==> config.mk <==
export PLATFORM = sky130hd
export DESIGN_NAME = mux16_rr_arbiter_flat
export DESIGN_NICKNAME = d
export VERILOG_FILES = /design/src/rtl/mux16_rr_arbiter_if.sv /design/src/rtl/mux16_rr_arbiter.sv /design/src/flat_wrapper.sv
export SDC_FILE = /design/constraint.sdc
export NUM_CORES = 1
export LEC_CHECK = 0
export CAP_MARGIN = 20
export CORE_MARGIN = 5
export CORE_UTILIZATION = 50
export CTS_CLUSTER_SIZE = 16
export DETAILED_ROUTE_END_ITERATION = 16
export GPL_ROUTABILITY_DRIVEN = 0
export PLACE_DENSITY = 0.76
export SETUP_SLACK_MARGIN = 0.05
export SLEW_MARGIN = 20
export SYNTH_ARGS = -nofsm -noshare
export SYNTH_HDL_FRONTEND = slang
export SYNTH_SLANG_ARGS = --single-unit
==> constraint.sdc <==
create_clock -name clk_i -period 7.85 [get_ports clk_i]
set_input_delay 0.785 -clock clk_i [delete_from_list [all_inputs] [get_ports clk_i]]
set_output_delay 0.785 -clock clk_i [all_outputs]
set_load 0.01 [all_outputs]
==> src/rtl/mux16_rr_arbiter_if.sv <==
// Bundle between the requesting datapath units and mux16_rr_arbiter.
// The master side drives requests, release and the shared mux output bit;
// the slave side (the arbiter) returns select, grant and status.
// Optional: MUX16_RR_ARB_LOCK_EN adds the 'lock' signal.
interface mux16_rr_arbiter_if;
   logic [15:0] req;
   logic        done;
   logic        f_in;
   logic [3:0]  sel;
   logic [15:0] grant;
   logic        busy;
   logic        f_q;
   logic        timeout;
`ifdef MUX16_RR_ARB_LOCK_EN
   logic        lock;

   modport master (
      output req, done, f_in, lock,
      input  sel, grant, busy, f_q, timeout
   );

   modport slave (
      input  req, done, f_in, lock,
      output sel, grant, busy, f_q, timeout
   );
`else
   modport master (
      output req, done, f_in,
      input  sel, grant, busy, f_q, timeout
   );

   modport slave (
      input  req, done, f_in,
      output sel, grant, busy, f_q, timeout
   );
`endif
endinterface

==> src/rtl/mux16_rr_arbiter.sv <==
// Round-robin arbiter sharing one 16:1 single-bit mux among 16 requesters.
// Drives the mux select for the owner, holds the grant until release or
// HOLD_MAX cycles, and registers the mux output bit while busy.
// Optional: MUX16_RR_ARB_LOCK_EN adds a lock input that suppresses the
// hold timeout while asserted.
module mux16_rr_arbiter #(
   parameter int unsigned HOLD_MAX = 8,
   parameter int unsigned CNT_W    = 3
) (
   input  logic               clk_i,
   input  logic               rst_i,
   mux16_rr_arbiter_if.slave  bus
);

   typedef enum logic {
      ST_IDLE,
      ST_BUSY
   } state_e;

   localparam logic [CNT_W-1:0] CNT_LAST = CNT_W'(HOLD_MAX - 1);

   state_e           state_q, state_d;
   logic [3:0]       sel_q, sel_d;
   logic [3:0]       last_q, last_d;
   logic [15:0]      grant_q, grant_d;
   logic [CNT_W-1:0] cnt_q, cnt_d;
   logic             fq_q, fq_d;
   logic             to_q, to_d;

   logic [3:0]       pick;
   logic [3:0]       idx;
   logic             pick_vld;
   logic             lock_act;
   logic             rel_norm;
   logic             rel_force;

`ifdef MUX16_RR_ARB_LOCK_EN
   assign lock_act = bus.lock;
`else
   assign lock_act = 1'b0;
`endif

   // Normal release has priority over the forced one, so a done on the
   // last hold cycle never raises timeout.
   assign rel_norm  = bus.done || !bus.req[sel_q];
   assign rel_force = (cnt_q == CNT_LAST) && !lock_act;

   // Round-robin pick: first request scanning last+1, last+2, ... mod 16.
   always_comb begin
      pick     = '0;
      pick_vld = 1'b0;
      idx      = '0;
      for (int unsigned k = 1; k <= 16; k++) begin
         // 4-bit add wraps; k=16 lands back on last itself
         idx = last_q + 4'(k);
         if (!pick_vld && bus.req[idx]) begin
            pick     = idx;
            pick_vld = 1'b1;
         end
      end
   end

   // State and datapath registers with synchronous reset.
   always_ff @(posedge clk_i) begin
      if (rst_i) begin
         state_q <= ST_IDLE;
         sel_q   <= '0;
         last_q  <= 4'hF;
         grant_q <= '0;
         cnt_q   <= '0;
         fq_q    <= 1'b0;
         to_q    <= 1'b0;
      end else begin
         state_q <= state_d;
         sel_q   <= sel_d;
         last_q  <= last_d;
         grant_q <= grant_d;
         cnt_q   <= cnt_d;
         fq_q    <= fq_d;
         to_q    <= to_d;
      end
   end

   // Next-state: grant from IDLE on any request, leave BUSY on release.
   always_comb begin
      state_d = state_q;
      case (state_q)
         ST_IDLE: if (pick_vld) state_d = ST_BUSY;
         ST_BUSY: if (rel_norm || rel_force) state_d = ST_IDLE;
         default: state_d = ST_IDLE;
      endcase
   end

   // Output/datapath next values: select, grant, hold counter, sample, pulse.
   always_comb begin
      sel_d   = sel_q;
      last_d  = last_q;
      grant_d = grant_q;
      cnt_d   = cnt_q;
      fq_d    = fq_q;
      to_d    = 1'b0;
      case (state_q)
         ST_IDLE: begin
            if (pick_vld) begin
               sel_d   = pick;
               last_d  = pick;
               grant_d = 16'(1) << pick;
               cnt_d   = '0;
            end
         end
         ST_BUSY: begin
            fq_d = bus.f_in;
            if (lock_act && (cnt_q == CNT_LAST))
               cnt_d = cnt_q;
            else
               cnt_d = cnt_q + CNT_W'(1);
            if (rel_norm) begin
               grant_d = '0;
            end else if (rel_force) begin
               grant_d = '0;
               to_d    = 1'b1;
            end
         end
         default: ;
      endcase
   end

   assign bus.sel     = sel_q;
   assign bus.grant   = grant_q;
   assign bus.busy    = (state_q == ST_BUSY);
   assign bus.f_q     = fq_q;
   assign bus.timeout = to_q;

   a_grant_onehot0 : assert property (@(posedge clk_i) disable iff (rst_i)
      $onehot0(grant_q));
   a_grant_iff_busy : assert property (@(posedge clk_i) disable iff (rst_i)
      ((grant_q != '0) == (state_q == ST_BUSY)));
   a_sel_matches : assert property (@(posedge clk_i) disable iff (rst_i)
      (state_q == ST_BUSY) |-> (grant_q == (16'(1) << sel_q)));

endmodule

==> src/flat_wrapper.sv <==
// flat-port wrapper written by rule: the top's interface ports become plain ports
module mux16_rr_arbiter_flat 
#(
   parameter int unsigned HOLD_MAX = 8,
   parameter int unsigned CNT_W    = 3
)
  (clk_i, rst_i, bus_req, bus_done, bus_f_in, bus_sel, bus_grant, bus_busy, bus_f_q, bus_timeout);
  mux16_rr_arbiter_if bus_i ();
  input  logic clk_i;
  input  logic rst_i;
  input wire logic [$bits(bus_i.req)-1:0] bus_req;
  input wire logic [$bits(bus_i.done)-1:0] bus_done;
  input wire logic [$bits(bus_i.f_in)-1:0] bus_f_in;
  output wire logic [$bits(bus_i.sel)-1:0] bus_sel;
  output wire logic [$bits(bus_i.grant)-1:0] bus_grant;
  output wire logic [$bits(bus_i.busy)-1:0] bus_busy;
  output wire logic [$bits(bus_i.f_q)-1:0] bus_f_q;
  output wire logic [$bits(bus_i.timeout)-1:0] bus_timeout;
  assign bus_i.req = bus_req;
  assign bus_i.done = bus_done;
  assign bus_i.f_in = bus_f_in;
  assign bus_sel = bus_i.sel;
  assign bus_grant = bus_i.grant;
  assign bus_busy = bus_i.busy;
  assign bus_f_q = bus_i.f_q;
  assign bus_timeout = bus_i.timeout;
  mux16_rr_arbiter #(.HOLD_MAX(HOLD_MAX), .CNT_W(CNT_W)) u_core (.clk_i(clk_i), .rst_i(rst_i), .bus(bus_i));
endmodule
* Word level (Yosys, flattened, before mapping)
Index checks and enable logic that the tools add are counted.
** Operators by class
- $add $sub $neg :: 16
- Order comparisons :: 17
- Eq/ne operators :: 3
- Shift operators :: 1
- Multiplexer cells :: 76
- Bitwise gates (word level) :: 1
- Reduce and logical (&&, ||, !) cells :: 36
** Operators with widths (number)
- $lt 4x5->1 const B :: 17
- $bmux 1 s4 :: 17
- $mux 4 :: 16
- $mux 16 :: 3
- $mux 1 :: 36
- $add 4x4->4 const B :: 8
- $pmux 16 s2 :: 1
- $add 4x3->4 const B :: 4
- $logic_not 1->1 :: 16
- $shl 1x4->16 const A :: 1
- $logic_and 1x1->1 :: 15
- $add 4x2->4 const B :: 2
- $pmux 3 s2 :: 1
- $add 4x1->4 const B :: 1
- $reduce_and 2->1 :: 2
- $add 3x1->3 const B :: 1
- $eq 3x3->1 const B :: 1
- $mux 3 :: 1
- $ne 3x3->1 const B :: 1
- $reduce_or 3->1 :: 1
- $logic_or 1x1->1 :: 2
- $ne 2x1->1 const B :: 1
- $pmux 1 s2 :: 1
- $not 1->1 :: 1
** Word-level totals
- Register bits after elaboration :: 30
- Input port bits :: 20
- Output and inout bits :: 23
- Logic and storage cells :: 157

* Depth between registers and ports, before layout
- Depth after elaboration :: 52
- Mapped depth :: 17
- Gate-level depth less buffers :: 11

* Worst setup path before layout
Ideal clock, no wire load.
- Path kind :: reg-to-reg
- Start point :: register u_core.last_q[1]
- End point :: register u_core.grant_q[11] (netlist: u_core.bus.grant[11])
- Library setup time :: 88 ps
- Arrival :: 4670 ps
- Data required time :: 7762 ps
- Path slack :: 3092 ps
- Cell stages (with the launch flop) :: 18
- Path buffers :: 6
- Period minus slack after synthesis :: 4758 ps
- Cells stage by stage :: dfxtp_1 buf_2 buf_4 buf_1 inv_1 ha_1 buf_2 clkbuf_1 mux4_2 mux2_2 mux2_2 nor4_4 inv_2 or4_4 a21oi_4 buf_4 nand2_1 o31ai_1
** On the way
- Word-level cells in the longest chain between the ends :: 52
- Elaborated cells between the ends (all ways) :: 114
- Classes of those cells :: add/sub (15); eq/ne (1); shift (1); mux (66); reduce/logical (31)
** Ends and longest elaborated chain
- from (decl) :: RTL line mux16_rr_arbiter.sv:24 : logic [3:0] last_q, last_d;
- from (signal assigned) :: RTL line mux16_rr_arbiter.sv:76 : last_q <= last_d;
- $add 4x1->4 :: RTL line mux16_rr_arbiter.sv:55 : idx = last_q + 4'(k);
- $bmux 1 s4 :: RTL line mux16_rr_arbiter.sv:56 : if (!pick_vld && bus.req[idx]) begin
- $mux 1 (not written as such) :: RTL line mux16_rr_arbiter.sv:56
- $mux 1 :: RTL line mux16_rr_arbiter.sv:56
- $logic_not 1->1 :: RTL line mux16_rr_arbiter.sv:56
- $logic_and 1x1->1 :: RTL line mux16_rr_arbiter.sv:56
- $mux 1 :: RTL line mux16_rr_arbiter.sv:56
- $logic_not 1->1 :: RTL line mux16_rr_arbiter.sv:56
- (+36 left out)
- $logic_and 1x1->1 :: RTL line mux16_rr_arbiter.sv:56
- $mux 1 :: RTL line mux16_rr_arbiter.sv:56
- $logic_not 1->1 :: RTL line mux16_rr_arbiter.sv:56
- $logic_and 1x1->1 :: RTL line mux16_rr_arbiter.sv:56
- $mux 4 :: RTL line mux16_rr_arbiter.sv:56
- $shl 1x4->16 :: RTL line mux16_rr_arbiter.sv:107 : grant_d = 16'(1) << pick;
- $mux 16 :: RTL line mux16_rr_arbiter.sv:104 : if (pick_vld) begin
- $pmux 16 s2 :: RTL line mux16_rr_arbiter.sv:102 : case (state_q)
- to (signal assigned) :: RTL line mux16_rr_arbiter.sv:77 : grant_q <= grant_d;
- to (decl) :: RTL line mux16_rr_arbiter.sv:25 : logic [15:0] grant_q, grant_d;
Several ways; a longest one is shown, not always the timed one. The select of a mux whose other input is x is not followed.
A chain may end at the register's enable or synchronous reset.

* Worst setup path in the final report
- Start point :: register u_core.last_q[1]
- End point :: register u_core.grant_q[12] (netlist: u_core.bus.grant[12])
The elaborated chain is that of the path after synthesis.

==> results_tabular.tex <==
\begin{tabular}{lr}
\hline
Metric & Value \\
\hline
\multicolumn{2}{l}{\textbf{Worst setup path}} \\
Largest stage delay on the critical path & roughly 0.96 ns \\
Endpoint class of the critical path & register \\
Buf+Inv Stages, Crit Path & 3 \\
RR Startpoint & u\_core.last\_q[1] \\
Worst Path Max Fanout & 31 \\
Cell with the most instances on the worst path & mux2i\_1 \\
Type of origin of the critical path & register \\
Data required, critical path & 8.07 ns \\
Worst setup path category & reg2reg \\
Cell type of the slowest stage on the worst timing path & ha\_1 \\
Worst setup path startpoint & u\_core.last\_q[1] \\
Cell Chain, Critical Path & buf\_4, inv\_1, ha\_1, mux4\_2, mux2i\_1, mux2i\_1, nor4\_4, inv\_2, nor2\_1, nand2\_1, a31oi\_1, a32o\_1 \\
Largest delay share family, worst path & multiplexers \\
Arrival @ worst endpoint & $\sim$5.5 ns \\
\multicolumn{2}{l}{\textbf{Synthesis}} \\
Simple-gate share of the synthesized area & 15.8\% \\
Syn avg cell area & 9.72 µm² \\
Synthesized instance count & approximately 400 \\
Multiplexer fraction of the synthesized cell area & 35.8\% \\
Area share of fa/ha/maj cells after synthesis & 3.24\% \\
Post-synth EDFFs & 0 \\
Xor-xnor portion of the synthesized cell area & 3.40\% \\
Portion of the post-synthesis area used by sequential elements & $\sim$16\% \\
Most used flip-flop cell after synthesis & dfxtp\_1 \\
Number of distinct library cells after synthesis & 66 \\
Synth Cell Area & 0.00386 mm² \\
Register bit total from synthesis & 30 \\
Yosys warnings & 0 \\
Post-Syn Nets & 427 \\
Main combinational cell family by area after synthesis & multiplexers \\
Asr flop ratio synth & 0\% \\
Compound-gate portion of the synthesized area & about 22\% \\
\multicolumn{2}{l}{\textbf{Clock tree}} \\
Quantity of gates resized following cts & 0 \\
TritonCTS clock tree & done \\
TritonCTS buffer count & 5 \\
Post-cts hold buffer count & 0 \\
Clock-pin slew on the worst setup and hold paths & 0.06 ns \\
Clock tree sinks & 30 \\
Number of levels in the clock H-tree & 2 \\
Maximum buffer depth of the clock tree & 2 \\
Buffers inserted during post-CTS setup optimization & 0 \\
Clock latency reported for the late side of the worst-skew pair & 0.28 ns \\
CTS Root Buffer Type & clkbuf\_8 \\
\multicolumn{2}{l}{\textbf{Finish}} \\
Total of fill cells in the finished design & 674 \\
Number of antenna cells inserted & 0 \\
Final standard cell utilization of the core & 58.2\% \\
Share of final-layout standard cells stronger than drive strength 1 & 20.4\% \\
Net count of the finished layout & around 460 \\
Area delta synth->final & 14.7\% \\
\multicolumn{2}{l}{\textbf{Floorplan}} \\
Total die area & 0.00957 mm² \\
Initial core utilization & 50.7\% \\
Core Area & 0.00761 mm² \\
Row count & 32 \\
Die Y-Extent & between 90 and 100 µm \\
Number of top-level design ports & 43 \\
Horizontal die dimension & 97.9 µm \\
\multicolumn{2}{l}{\textbf{Min path}} \\
Startpoint of the tightest hold check path & u\_core.bus.grant[11] \\
Hold Path Class & reg2reg \\
\multicolumn{2}{l}{\textbf{Drt}} \\
Avg Vias per Cell & 7.02 \\
Initial DRC Count & 398 \\
Total number of vias & about 3,800 \\
Drt wl/cell & 21.2 µm \\
Final WL & 11.3 mm \\
Final ANT Viol Nets & 0 \\
Post-route DRC & 0 \\
Number of search-and-repair iterations in the first detailed-routing pass & 5 \\
\multicolumn{2}{l}{\textbf{Placed design}} \\
Sum of net half-perimeters after detailed placement & around 8.3 mm \\
Port-buffer cells & 42 \\
\multicolumn{2}{l}{\textbf{Status}} \\
Outcome & complete, no violations \\
\multicolumn{2}{l}{\textbf{Timing}} \\
Setup Viol. Count Final & 0 \\
Final clock skew & a little over 0.007 ns \\
Highest attainable clock frequency & 189 MHz \\
Setup repair after global routing missed its margin & false \\
Relative slew margins & 38.8\% \\
Setup TNS after final layout & 0 ns \\
Final worst path period need & 5.30 ns \\
Worst hold slack after final layout & 0.455 ns \\
Ratio of final minimum period to clock period & 67.6\% \\
Max-slew violation total from the final report & 0 \\
Slew at the pin with the worst max-slew slack & 0.918 ns \\
Final Hold Violating Endpoints & 0 \\
\multicolumn{2}{l}{\textbf{GRT}} \\
Total routing resource utilization after global routing & 23.0\% \\
Maximum number of pins on one net before global-route repair & 32 \\
Antenna violations before repair & 0 \\
GRT overflow & 0 \\
Wire length of the first global-routing pass & 18.3 mm \\
Via count of the first global-routing pass & 3,584 \\
\multicolumn{2}{l}{\textbf{Job}} \\
Number of maximum-capacitance violations & 0 \\
\hline
\end{tabular}
## layout make-up
cell class / count / area, µm² / area share, %
Tap cell: 102 / 128 / 2.88
Sequential cell: 30 / 601 / 13.6
Timing Repair Buffer: 46 / 450 / 10.2
Clock buffer: 7 / 86.3 / 1.95
Clock inverter: 1 / 5.00 / 0.113
Inverter: 11 / 41.3 / 0.933
Multi-Input combinational cell: 337 / 3110 / 70.4
## state kept, by name, indices dropped and copies added, names as in the netlist
signal / flops
u_core.bus.f_q: 1
u_core.bus.timeout: 1
u_core.bus.busy: 1
u_core.cnt_q: 3
u_core.bus.sel: 4
u_core.last_q: 4
u_core.bus.grant: 16
## layout by cell type, fill, tap and decap left out, types with 3 or more instances in the layout
cell	Yosys	final
mux4_2	41	41
o21bai_1	4	4
a32o_1	9	9
nand2b_1	4	4
mux2i_1	29	29
nor2b_1	3	3
o21a_1	3	3
nand3_1	16	16
nor3_1	10	10
a221oi_1	5	5
o31ai_1	9	9
inv_2	3	3
mux2_2	15	15
a21oi_1	22	22
o21ai_0	11	11
nand4_1	4	4
ha_1	10	10
o211ai_1	4	4
a22oi_1	4	4
inv_1	7	7
o21ai_1	5	5
nor2_1	29	29
a211o_1	3	3
a31oi_1	9	9
clkbuf_8	0	6
xor2_1	4	4
buf_4	2	4
o211a_1	5	5
nand2_1	26	26
clkdlybuf4s50_1	0	42
dfxtp_1	30	30
xnor2_1	11	11
## cell usage after synthesis, drive strengths merged, types with 2 or more instances
cell / number / area [µm²]
buf: 13 / 81.3
nand2b: 4 / 25.0
a31oi: 10 / 77.6
nand3: 16 / 80.1
a211o: 3 / 26.3
nor4: 6 / 80.1
o21a: 3 / 22.5
and4: 2 / 20.0
o21bai: 4 / 30.0
xnor2: 11 / 96.3
o31ai: 9 / 67.6
a22oi: 4 / 30.0
mux2i: 29 / 290
a221oi: 5 / 43.8
nand4: 5 / 46.3
clkbuf: 6 / 22.5
nand2: 26 / 97.6
mux4: 41 / 923
a31o: 2 / 17.5
o211ai: 6 / 55.1
a211oi: 3 / 27.5
dfxtp: 30 / 601
xor2: 4 / 35.0
and2: 4 / 25.0
nor3: 10 / 50.1
ha: 10 / 125
nor2b: 3 / 18.8
nor2: 29 / 109
mux2: 15 / 169
o21ai: 16 / 80.1
nor3b: 2 / 15.0
inv: 10 / 37.5
a32o: 9 / 90.1
a21boi: 2 / 15.0
or2: 2 / 12.5
o211a: 5 / 50.1
a21oi: 24 / 143
## metrics by stage
step / std cells / worst slack [ns] / cell area, µm²
6_report: 534 / 2.55 / 4420
5_1_grt: 534 / 2.25 / 4420
4_1_cts: 534 / 2.70 / 4420
3_5_place_dp: 526 / 2.72 / 4330
3_3_place_gp: 526 / 2.79 / 4330
2_1_floorplan: 397 / 3.09 / 3860
## routing by layer
metal | track usage [%] | wire [µm]
met1 | 32.2 | 4790
met2 | 35.7 | 5150
met3 | 4.93 | 1070
met4 | 7.56 | 285
met5 | 0 | 0
## worst reg2reg max path, stage by stage, from the launching register on
cell	delay, ns
dfxtp_1	0.31
buf_4	0.39
inv_1	0.30
ha_1	0.96
mux4_2	0.51
mux2i_1	0.46
mux2i_1	0.39
nor4_4	0.50
inv_2	0.10
nor2_1	0.24
nand2_1	0.14
a31oi_1	0.66
a32o_1	0.28
## cells by family after synthesis
family	after synthesis
compound gates	115
xor+xnor	15
fa+ha+maj	10
buf+inv	30
flops	30
mux	85
simple gates	112
## path summary, 6_finish.rpt
kind	to	slack [ns]	depth (start not counted)
hold / removal	u_core.bus.grant[11]	0.45	2
hold reg to reg	u_core.bus.grant[11]	0.45	2
setup reg to reg	u_core.bus.grant[12]	2.55	12
setup / recovery	u_core.bus.grant[12]	2.55	12
Power is not shown: default switching activity piles up to over one toggle a cycle in this logic, so the estimate is an artifact.
